--- src/rtl/lg_cmd_seq.sv ---
// Command FIFO plus IDLE/ISSUE/HOLD sequencer that drives an external combinational gate unit.
// Optional result checker enabled by defining LG_CMD_CHECK_EN.
module lg_cmd_seq #(
  parameter int DEPTH = 4
) (
  input  logic                       clk,
  input  logic                       rst,
  input  logic                       in_valid,
  output logic                       in_ready,
  input  logic [2:0]                 in_mode,
  input  logic [3:0]                 in_a,
  input  logic [3:0]                 in_b,
  output logic [2:0]                 lg_mode,
  output logic [3:0]                 lg_a,
  output logic [3:0]                 lg_b,
  input  logic [3:0]                 lg_y,
  output logic                       out_valid,
  input  logic                       out_ready,
  output logic [2:0]                 out_mode,
  output logic [3:0]                 out_a,
  output logic [3:0]                 out_b,
  output logic [3:0]                 out_y,
  output logic [$clog2(DEPTH):0]     fifo_count,
  output logic                       mismatch
);

  localparam int AW = $clog2(DEPTH);
  localparam int CW = $clog2(DEPTH) + 1;
  localparam logic [CW-1:0] DEPTH_C = CW'(DEPTH);

  typedef enum logic [1:0] {
    IDLE  = 2'd0,
    ISSUE = 2'd1,
    HOLD  = 2'd2
  } state_t;

  state_t         state_r, state_s;
  logic [10:0]    mem_r [DEPTH];
  logic [AW-1:0]  wr_ptr_r, rd_ptr_r;
  logic [CW-1:0]  count_r;
  logic [10:0]    issue_r;
  logic [3:0]     y_r;
  logic           push_s, pop_s, capture_s;

  assign in_ready   = (count_r < DEPTH_C);
  assign push_s     = in_valid && in_ready;
  assign fifo_count = count_r;

  assign out_valid  = (state_r == HOLD);
  assign out_mode   = issue_r[10:8];
  assign out_a      = issue_r[7:4];
  assign out_b      = issue_r[3:0];
  assign out_y      = y_r;
  assign lg_mode    = (state_r == IDLE) ? 3'd0 : issue_r[10:8];
  assign lg_a       = (state_r == IDLE) ? 4'd0 : issue_r[7:4];
  assign lg_b       = (state_r == IDLE) ? 4'd0 : issue_r[3:0];

  // Next-state and pop/capture decisions.
  always_comb begin
    state_s   = state_r;
    pop_s     = 1'b0;
    capture_s = 1'b0;
    case (state_r)
      IDLE: begin
        if (count_r != {CW{1'b0}}) begin
          pop_s   = 1'b1;
          state_s = ISSUE;
        end else begin
          state_s = IDLE;
        end
      end
      ISSUE: begin
        capture_s = 1'b1;
        state_s   = HOLD;
      end
      HOLD: begin
        if (out_ready) begin
          if (count_r != {CW{1'b0}}) begin
            pop_s   = 1'b1;
            state_s = ISSUE;
          end else begin
            state_s = IDLE;
          end
        end else begin
          state_s = HOLD;
        end
      end
      default: begin
        state_s = IDLE;
      end
    endcase
  end

  // Command storage; contents are only meaningful between the pointers, so no reset.
  always_ff @(posedge clk) begin
    if (push_s) begin
      mem_r[wr_ptr_r] <= {in_mode, in_a, in_b};
    end
  end

  // State, pointers, occupancy, issue register and captured result.
  always_ff @(posedge clk) begin
    if (rst) begin
      state_r  <= IDLE;
      wr_ptr_r <= {AW{1'b0}};
      rd_ptr_r <= {AW{1'b0}};
      count_r  <= {CW{1'b0}};
      issue_r  <= 11'd0;
      y_r      <= 4'd0;
    end else begin
      state_r <= state_s;
      if (push_s) begin
        wr_ptr_r <= wr_ptr_r + AW'(1);
      end
      if (pop_s) begin
        issue_r  <= mem_r[rd_ptr_r];
        rd_ptr_r <= rd_ptr_r + AW'(1);
      end
      // Occupancy only moves when exactly one side of the FIFO is active.
      if (push_s && !pop_s) begin
        count_r <= count_r + CW'(1);
      end else if (pop_s && !push_s) begin
        count_r <= count_r - CW'(1);
      end
      if (capture_s) begin
        y_r <= lg_y;
      end
    end
  end

`ifdef LG_CMD_CHECK_EN
  function automatic logic [3:0] gate_ref(input logic [2:0] m, input logic [3:0] a, input logic [3:0] b);
    logic [3:0] r;
    case (m)
      3'd0:    r = a & b;
      3'd1:    r = a | b;
      3'd2:    r = ~a;
      3'd3:    r = ~(a & b);
      3'd4:    r = ~(a | b);
      3'd5:    r = a ^ b;
      3'd6:    r = ~(a ^ b);
      3'd7:    r = b;
      default: r = 4'd0;
    endcase
    return r;
  endfunction

  logic mismatch_r;

  // Sticky flag: set when the gate unit disagrees with the opcode table at the ISSUE edge.
  always_ff @(posedge clk) begin
    if (rst) begin
      mismatch_r <= 1'b0;
    end else if (capture_s && (lg_y != gate_ref(issue_r[10:8], issue_r[7:4], issue_r[3:0]))) begin
      mismatch_r <= 1'b1;
    end
  end

  assign mismatch = mismatch_r;
`else
  assign mismatch = 1'b0;
`endif

endmodule

--- config.mk ---
export PLATFORM = sky130hd
export DESIGN_NAME = lg_cmd_seq
export DESIGN_NICKNAME = d
export VERILOG_FILES = /design/src/rtl/lg_cmd_seq.sv
export SDC_FILE = /design/constraint.sdc
export NUM_CORES = 1
export LEC_CHECK = 0
export CORE_UTILIZATION = 52
export CTS_CLUSTER_SIZE = 8
export DETAILED_ROUTE_END_ITERATION = 12
export MAX_ROUTING_LAYER = met4
export PLACE_DENSITY = 0.76
export SYNTH_ARGS = -nofsm -noshare
export SYNTH_HDL_FRONTEND = slang
export SYNTH_SLANG_ARGS = --single-unit
--- constraint.sdc ---
create_clock -name clk -period 2.75 [get_ports clk]
set_input_delay 0.4125 -clock clk [delete_from_list [all_inputs] [get_ports clk]]
set_output_delay 0.4125 -clock clk [all_outputs]
set_load 0.05 [all_outputs]
==> results.py, run 1 <==
metrics = {
    "run_status": {
        "outcome": "complete, no violations",
    },
    "die": {
        "core_area_mm2": 0.00514,
        "fp.dieH_um": 75.5,
        "ios": 51,
        "dieArea_mm2": 0.00570,
        "die_x_um": 75.5,
        "rows": 26,
        "start_util": 0.547,
    },
    "finish": {
        "drive_gt1_frac": 0.120,
        "diodes": 0,
        "layout_common_cells": "clkdlybuf4s50_1 (49), edfxtp_1 (44), dfxtp_1 (24)",
        "utilization": 0.699,
        "nets": 271,
        "fill_cells": 397,
        "final_common_cell": "clkdlybuf4s50_1",
        "regArea_mm2": 0.00180,
        "multiInputGateArea_um2": 896,
        "design_area_mm2": 0.00359,
        "fin_cells": 321,
        "syn_to_final_growth_pct": 27.9,
    },
    "setup_path": {
        "cp_data_required_time_ns": 2.34,
        "startpoint_type": "flip-flop",
        "crit_fanout": 11,
        "arrival_ns": 2.02,
        "endpoint_kind": "output pin",
        "path_class": "flip-flop to output pin",
    },
    "grt": {
        "grt_pass1_wl_mm": 7.76,
        "grt_overflow_total": 0,
        "grt_use_total": 0.203,
        "grt_max_degree": 17,
        "grt_antenna_before_repair": 0,
        "grt_pass1_vias": 1623,
    },
    "timing": {
        "finalSetupViolations": 0,
        "slew_violations": 0,
        "layout_setup_ws_ns": 0.314,
        "finalHoldViolations": 0,
        "worst_slew_pin_slew_ns": 0.794,
        "clock_skew_ns": 0.00575,
        "tns_ns": 0,
        "min_period_over_period": 0.886,
        "slew_headroom": 0.470,
        "fin_crit_ns": 2.44,
        "clock.fmax_mhz": 410,
        "rsz0062_at_grt": "no",
    },
    "worst_hold_path": {
        "min_path_type": "flip-flop to flip-flop",
    },
    "clocking": {
        "cts_tree": "done",
        "post_cts_buffers": 0,
        "h-tree-depth": 3,
        "cts.path.max_buffers": 2,
        "cts-root-buf": "clkbuf_8",
        "clock_latency_ns": 0.33,
        "cts_made_buffers": 9,
        "clock_sinks": 68,
        "hold_buffers": 0,
        "clk_pin_slew_worst_paths_ns": 0.07,
        "cts_resized": 0,
    },
    "logic_synthesis": {
        "synth_cell_types": 30,
        "synth_nets": 220,
        "ys_seq_elements": 68,
        "synth_compound_area_frac": 0.0588,
        "yosys.area_share.xor_xnor": 0.00935,
        "avgSynthCellArea_um2": 14.4,
        "synthAdderAreaFrac": 0.0294,
        "synthMuxAreaShare": 0.119,
        "synth_cells": 195,
        "yosysWarnings": 0,
        "synth_sequential_area_ratio": 0.641,
        "synth_top_family_by_area": "multiplexers",
        "yosys.area_share.simple": 0.101,
        "syn-cell-area_mm2": 0.00281,
    },
    "place": {
        "dpl-instance-area_mm2": 0.00335,
        "globalplace.congestion": 0.667,
        "io_buffers": 49,
        "dp_hpwl_mm": 3.37,
        "post-place-ws_ns": 0.323,
        "place_inst": 305,
    },
    "drt": {
        "vias": 1719,
        "drcViolationCount": 0,
        "drtIter0Drc": 67,
        "drt-pass1-iter-count": 4,
        "postRouteAntennaNets": 0,
        "drt-total-wl_mm": 4.97,
        "viasPerCell": 5.36,
        "routedWlPerCell_um": 15.5,
    },
    "power": {
        "vdd_drop_max_mv": 0.448,
        "p_int_mw": 2.51,
        "swShare": 0.367,
        "p_sw_mw": 1.45,
        "seq_power_share": 0.364,
        "p_leak_nw": 1.28,
        "p_per_area_mw_per_mm2": 1100,
        "p_clk_frac": 0.244,
        "combPwrFrac": 0.392,
    },
    "flow_run": {
        "maxCapViolCount": 0,
    },
}
## worst max-delay path, cell delays in order (launching register included)
cell and delay, ns:
dfxtp_1 0.33, nor2_1 0.53, nor2b_1 0.11, clkdlybuf4s50_1 0.72
## stage by stage
stage | hold slack [ns] | total power [mW]
3_3_place_gp | 0.466 | 2.99
4_1_cts | 0.484 | 4.00
3_5_place_dp | 0.474 | 3.03
2_1_floorplan | 0.511 | 2.60
6_report | 0.479 | 3.96
5_1_grt | 0.502 | 4.17
## cell usage after synthesis
library cell / n / area (um^2)
edfxtp_1: 44 / 1320
dfxtp_1: 24 / 480
nor2b_1: 15 / 93.8
a21oi_1: 14 / 70.1
nand4_1: 12 / 75.1
o31ai_1: 12 / 90.1
clkbuf_1: 11 / 41.3
nor2_1: 11 / 41.3
mux4_2: 7 / 158
mux2i_1: 6 / 60.1
ha_1: 5 / 62.6
inv_1: 5 / 18.8
and2_1: 4 / 25.0
mux4_1: 4 / 105
nand2b_1: 3 / 18.8
buf_2: 2 / 10.0
or3_1: 2 / 12.5
xor2_1: 2 / 17.5
buf_1: 1 / 3.75
buf_12: 1 / 20.0
buf_4: 1 / 7.51
buf_6: 1 / 11.3
conb_1: 1 / 3.75
fa_1: 1 / 20.0
mux2_2: 1 / 11.3
nand3_1: 1 / 5.00
nor3_1: 1 / 5.00
o21ai_0: 1 / 5.00
or4_1: 1 / 7.51
xnor2_1: 1 / 8.76
## power groups by stage
stage	clock, mW	sequential (mW)	combinational, mW
3_5_place_dp	0	1.47	1.56
4_1_cts	0.980	1.45	1.57
2_1_floorplan	0	1.71	0.893
3_3_place_gp	0	1.46	1.53
5_1_grt	1.02	1.48	1.67
6_report	0.965	1.44	1.55
## area by class of cell
class,count,area share
Sequential cell,68,0.501
Timing Repair Buffer,57,0.153
Tap cell,70,0.0244
Clock buffer,9,0.0345
Clock inverter,7,0.0320
Multi-Input combinational cell,105,0.249
Inverter,5,0.00522
## layer usage
| layer | GRT usage | vias to the layer above | share of wire |
|---|---|---|---|
| li1 | - | 838 | - |
| met5 | - | - | 0 |
| met4 | 0.0802 | 0 | 0.015 |
| met2 | 0.329 | 51 | 0.50 |
| met1 | 0.244 | 824 | 0.44 |
| met3 | 0.0556 | 6 | 0.039 |
## cells by family (layout without fill, tap and decap cells)
kind of cell | Yosys count | after routing
other | 1 | 1
adder cells (fa/ha/maj) | 6 | 6
XOR/XNOR | 3 | 3
AND/OR/NAND/NOR | 50 | 50
multiplexers | 18 | 18
flip-flops | 68 | 68
AO/OA/AOI/OAI | 27 | 27
buffers and inverters | 22 | 78
## registers in the layout, indices dropped and copies added, names as in the netlist
| signal | flops |
|---|---|
| fifo_count | 3 |
| issue_r | 11 |
| mem_r | 44 |
| wr_ptr_r | 2 |
| state_r | 2 |
| out_y | 4 |
| rd_ptr_r | 2 |
## final timing paths
path / from / endpoint / slack [ns] / cells after the start
worst max-delay path: state_r[1] / lg_a[3] / 0.31 / 3
worst min-delay path: issue_r[1] / issue_r[1] / 0.48 / 2
worst max register to register: fifo_count[2] / fifo_count[2] / 0.56 / 8
worst min register to register: issue_r[1] / issue_r[1] / 0.48 / 2
Power figures use the tool's default switching activity.
==> inputs of run 2 (changes only) <==
--- a/config.mk
+++ b/config.mk
@@ -10,6 +10,7 @@
 export DETAILED_ROUTE_END_ITERATION = 12
 export MAX_ROUTING_LAYER = met4
 export PLACE_DENSITY = 0.76
+export SKIP_LAST_GASP = 1
 export SYNTH_ARGS = -nofsm -noshare
 export SYNTH_HDL_FRONTEND = slang
 export SYNTH_SLANG_ARGS = --single-unit
==> results of run 2 <==
Same layout as run 1: the final DEF is identical, and so are final timing and power.
